`src/rtl/mult_share_arb.sv`:
```
// Round-robin arbiter sharing one iterative 32x32 multiplier between two requesters.
// Optional zero-operand bypass enabled by defining MULT_SHARE_ZERO_BYPASS_EN.
module mult_share_arb #(
  parameter int WDOG_CYCLES = 128
) (
  input  logic        clk,
  input  logic        reset,
  input  logic        req0_valid,
  output logic        req0_ready,
  input  logic [31:0] req0_a,
  input  logic [31:0] req0_b,
  output logic        rsp0_valid,
  input  logic        rsp0_ready,
  output logic [63:0] rsp0_product,
  input  logic        req1_valid,
  output logic        req1_ready,
  input  logic [31:0] req1_a,
  input  logic [31:0] req1_b,
  output logic        rsp1_valid,
  input  logic        rsp1_ready,
  output logic [63:0] rsp1_product,
  output logic        mult_start,
  output logic [31:0] mult_a,
  output logic [31:0] mult_b,
  input  logic        mult_busy,
  input  logic [63:0] mult_product,
  output logic        arb_busy,
  output logic        wdog_err
);
  localparam int CW = $clog2(WDOG_CYCLES) + 1;

  typedef enum logic [1:0] {IDLE, START, RUN, RESP} state_t;
  state_t state, state_nxt;

  logic          last_grant, grant, sel, hs, rsp_hs, zero_op, wdog_hit, run_done;
  logic [31:0]   sel_a, sel_b;
  logic [CW-1:0] wdog_cnt;

  // Tie goes to whoever did not win last; otherwise the only valid requester wins.
  always_comb begin
    sel   = (req0_valid && req1_valid) ? ~last_grant : ~req0_valid;
    sel_a = sel ? req1_a : req0_a;
    sel_b = sel ? req1_b : req0_b;
  end

  assign req0_ready = (state == IDLE) && req0_valid && !sel;
  assign req1_ready = (state == IDLE) && req1_valid && sel;
  assign hs         = req0_ready || req1_ready;
  assign rsp_hs     = grant ? (rsp1_valid && rsp1_ready) : (rsp0_valid && rsp0_ready);
  assign wdog_hit   = mult_busy && (wdog_cnt == CW'(WDOG_CYCLES - 1));
  assign run_done   = !mult_busy || wdog_hit;
  assign mult_start = (state == START);
  assign arb_busy   = (state != IDLE);

`ifdef MULT_SHARE_ZERO_BYPASS_EN
  assign zero_op = (sel_a == 32'd0) || (sel_b == 32'd0);
`else
  assign zero_op = 1'b0;
`endif

  always_comb begin
    state_nxt = state;
    case (state)
      IDLE:    if (hs) state_nxt = zero_op ? RESP : START;
      START:   state_nxt = RUN;
      RUN:     if (run_done) state_nxt = RESP;
      RESP:    if (rsp_hs) state_nxt = IDLE;
      default: state_nxt = IDLE;
    endcase
  end

  always_ff @(posedge clk) begin
    if (reset) state <= IDLE;
    else       state <= state_nxt;
  end

  always_ff @(posedge clk) begin
    if (reset) begin
      last_grant   <= 1'b1;
      grant        <= 1'b0;
      mult_a       <= '0;
      mult_b       <= '0;
      rsp0_valid   <= 1'b0;
      rsp1_valid   <= 1'b0;
      rsp0_product <= '0;
      rsp1_product <= '0;
      wdog_err     <= 1'b0;
      wdog_cnt     <= '0;
    end else begin
      case (state)
        IDLE: if (hs) begin
          mult_a     <= sel_a;
          mult_b     <= sel_b;
          grant      <= sel;
          last_grant <= sel;
          if (zero_op) begin
            if (sel) begin rsp1_valid <= 1'b1; rsp1_product <= '0; end
            else     begin rsp0_valid <= 1'b1; rsp0_product <= '0; end
          end
        end
        START: wdog_cnt <= '0;
        RUN: begin
          wdog_cnt <= wdog_cnt + CW'(1);
          // An aborted op still answers, with a zero product, so the requester never stalls.
          if (run_done) begin
            if (grant) begin rsp1_valid <= 1'b1; rsp1_product <= wdog_hit ? '0 : mult_product; end
            else       begin rsp0_valid <= 1'b1; rsp0_product <= wdog_hit ? '0 : mult_product; end
            if (wdog_hit) wdog_err <= 1'b1;
          end
        end
        RESP: if (rsp_hs) begin
          if (grant) rsp1_valid <= 1'b0;
          else       rsp0_valid <= 1'b0;
        end
        default: ;
      endcase
    end
  end
endmodule

```
`config.mk`:
```
export PLATFORM = sky130hd
export DESIGN_NAME = mult_share_arb
export DESIGN_NICKNAME = d
export VERILOG_FILES = /design/src/rtl/mult_share_arb.sv
export SDC_FILE = /design/constraint.sdc
export NUM_CORES = 1
export LEC_CHECK = 0
export CAP_MARGIN = 25
export CELL_PAD_IN_SITES_DETAIL_PLACEMENT = 1
export CELL_PAD_IN_SITES_GLOBAL_PLACEMENT = 1
export CORE_AREA = 5 5 170 172
export DETAILED_ROUTE_END_ITERATION = 12
export DIE_AREA = 0 0 175 177
export PLACE_DENSITY_LB_ADDON = 0.05
export SLEW_MARGIN = 20
export SYNTH_ARGS = -nofsm -noshare
export SYNTH_HDL_FRONTEND = slang
export SYNTH_SLANG_ARGS = --single-unit
```
`constraint.sdc`:
```
create_clock -name clk -period 2.2 [get_ports clk]
set_input_delay 0.33 -clock clk [delete_from_list [all_inputs] [get_ports clk]]
set_output_delay 0.33 -clock clk [all_outputs]
set_load 0.01 [all_outputs]
```
==> impl_metrics.toml <==
[logic_synthesis]
synth_edf_count = 0
syn-cell-area_um2 = 7770
syn_avg_cell_area_um2 = 11.38
synth_commonest_cells = "207 x dfxtp_1, 110 x a32o_1, 78 x nor2_1"
synth_fp_nets = 888
synth-seq-cells = 207
synth_top_area_cell = "dfxtp_1"
syn_inst = 683
synth_top_area_share_pct = 53.33
yosysMostFrequentCell = "dfxtp_1"
ys_seq_area_share_pct = 53.33
async_reset_ff_share_pct = 0
ys_warn_count = 0
ys.flop_type = "dfxtp_1"
yosys-top-cells-area = "dfxtp_1 53%, a32o_1 14%, mux2i_1 8.4%"
synth_cell_types = 41

[sta]
setup_tns_ps = 0
hold_slack_ps = 317.2
period_needed_ps = 1978
finalMaxSlewViolations = 0
fin_crit_sh_pct = 89.91
finClkSkew_ps = 10.54
setup_violations = 0
fmaxAchievable_mhz = 505.5
slew_headroom_pct = 61.76
hold_viol = 0
worstMarginPinSlew_ps = 573.6
rsz0062_at_grt = "false"

[cts]
cts.root.buffer_cell = "clkbuf_16"
clock_latency_ps = 510
clk_path_buf_depth = 3
clk_pin_slew_ps = 50
cts_hold_buf = 0
htreeDepth = 1
cts_buffers = 25
cts_sinks = 207
cts_tree = "yes"

[power]
p_per_area_nw_per_um2 = 996.2
pwr-share-comb_pct = 32.4
seqPwrFrac_pct = 35.8
swShare_pct = 30.25
power.switching_w = 0.003898
p_int_w = 0.008989
p_leak_nw = 4.834
clkPwrFrac_pct = 31.8
ir_worst_vdd_uv = 491.4

[floorplan]
io_pins = 398
die_area_um2 = 30980
core-area_um2 = 27320
rows = 61
initial_utilization_pct = 28.44
die_height_um = 177
die_w_um = 175

[worst_setup_path]
critPathLaunchType = "flip-flop"
end_kind = "output port"
worstPathArrival_ps = 1650
cp_max_fo = 4
crit_type = "flip-flop to output port"
crit_required_ps = 1870

[global_route]
grt_overflow = 0
grt_max_degree = 111
grt_pass1_vias = 7314
grt_usage_pct = 17.88
antenna_found_initial = 2
grt_pass1_wl_um = 44240

[job]
drv_cap = 0

[drt]
vias = 7129
drtAntennaViolNets = 0
wirelength_um = 29670
via_per_inst = 4.999
drc_errors = 0
dr.pass1.iters = 5
routedWlPerCell_um = 20.80
drt_iter0_drc = 233

[layout]
finalNetCount = 1267
fillers = 2955
syn_to_final_growth_pct = 66.51
drive_gt1_share_pct = 7.421

[placed_design]
hpwl_um = 21520
gp_congestion = 0.7201
portBuffers = 397

[outcome]
outcome = "finished, final reports clean"

[worst_hold_path]
worstHoldPathType = "input pin to flip-flop"
## final timing paths
path,slack (ps),depth (start not counted),to,startpoint
worst max-delay path,220,3,mult_start,state[1]
worst min-delay path,320,2,wdog_err,reset
worst max register to register,300,6,rsp0_product[24],wdog_cnt[0]
worst min register to register,460,1,rsp1_product[37],rsp1_product[37]
## kinds of logic after synthesis
group                    count (synthesis)  synth area share [%]
buffers and inverters                   77                 5.733
multiplexers                            65                 8.374
XOR/XNOR                                 5                0.5636
AO/OA/AOI/OAI                          215                 24.86
AND/OR/NAND/NOR                        108                 6.168
flip-flops                             207                 53.33
adder cells (fa/ha/maj)                  6                0.9662
## layout make-up
| type | count | area (µm²) | area share, % |
|---|---|---|---|
| Antenna cell | 2 | 5.005 | 0.03868 |
| Tap cell | 346 | 432.9 | 3.346 |
| Sequential cell | 207 | 4144 | 32.03 |
| Multi-Input combinational cell | 399 | 3224 | 24.92 |
| Inverter | 8 | 30.03 | 0.2321 |
| Clock buffer | 39 | 748.2 | 5.783 |
| Clock inverter | 4 | 70.07 | 0.5416 |
| Timing Repair Buffer | 421 | 4283 | 33.10 |
## flip-flops by register name, summed over array words and instances, names as in the netlist
register,cells
rsp0_product,64
rsp1_product,64
mult_a,32
mult_b,32
wdog_cnt,8
state,2
grant,1
last_grant,1
rsp0_valid,1
rsp1_valid,1
wdog_err,1
## metal layers
metal	global-route usage (%)	wire, µm	up-vias
met5	0	0	-
met4	3.601	438	0
met3	8.139	3232	34
met2	30.97	14480	294
met1	20.49	11520	3414
li1	-	-	3387
## placed cells by master, fill, tap and decap left out, types with 5 or more instances in the layout
cell             synthesis  routed
nor2b_1                  9       9
nor2_1                  78      76
clkbuf_8                10       7
ha_1                     6       5
clkdlybuf4s50_1          0     393
clkbuf_1                44       7
buf_12                   0      11
buf_4                    4      13
a21oi_1                  8       8
nand2_1                  6       6
dfxtp_1                207     207
a22o_1                  14      14
a211oi_1                65      65
a32o_1                 110     110
mux2i_1                 65      65
clkbuf_16                1      25
## stage by stage
stage	power [W]	worst slack, ps	cells	util, %	area, µm²
after floorplan	0.006618	425.8	683	-	7770
after global placement	0.008855	80.31	1381	44.30	12110
after detailed placement	0.008910	64.37	1381	44.30	12110
after CTS	0.01311	178.1	1424	47.33	12930
after global routing	0.01362	129.9	1426	47.35	12940
final	0.01289	221.9	1426	47.35	12940
## worst max-delay path, cell delays in order, from the launching register on
cell	delay, ps
dfxtp_1	330
inv_2	110
ha_1	170
clkdlybuf4s50_1	540
## power by group through the flow
stage	Sequential [W]	Clock, W	Combinational (W)
global placement	0.00467	0	0.00419
global route	0.00470	0.00440	0.00452
floorplan	0.00492	0	0.00170
finish	0.00462	0.00410	0.00417
CTS	0.00463	0.00423	0.00426
detailed placement	0.00470	0	0.00421
## repair_timing
item / CTS / global route
buffers inserted: 0 / 0
endpoints found under the setup margin: 3 / 0
gates resized for setup: 8 / 0
No activity file was read; power rests on OpenSTA's default activity.
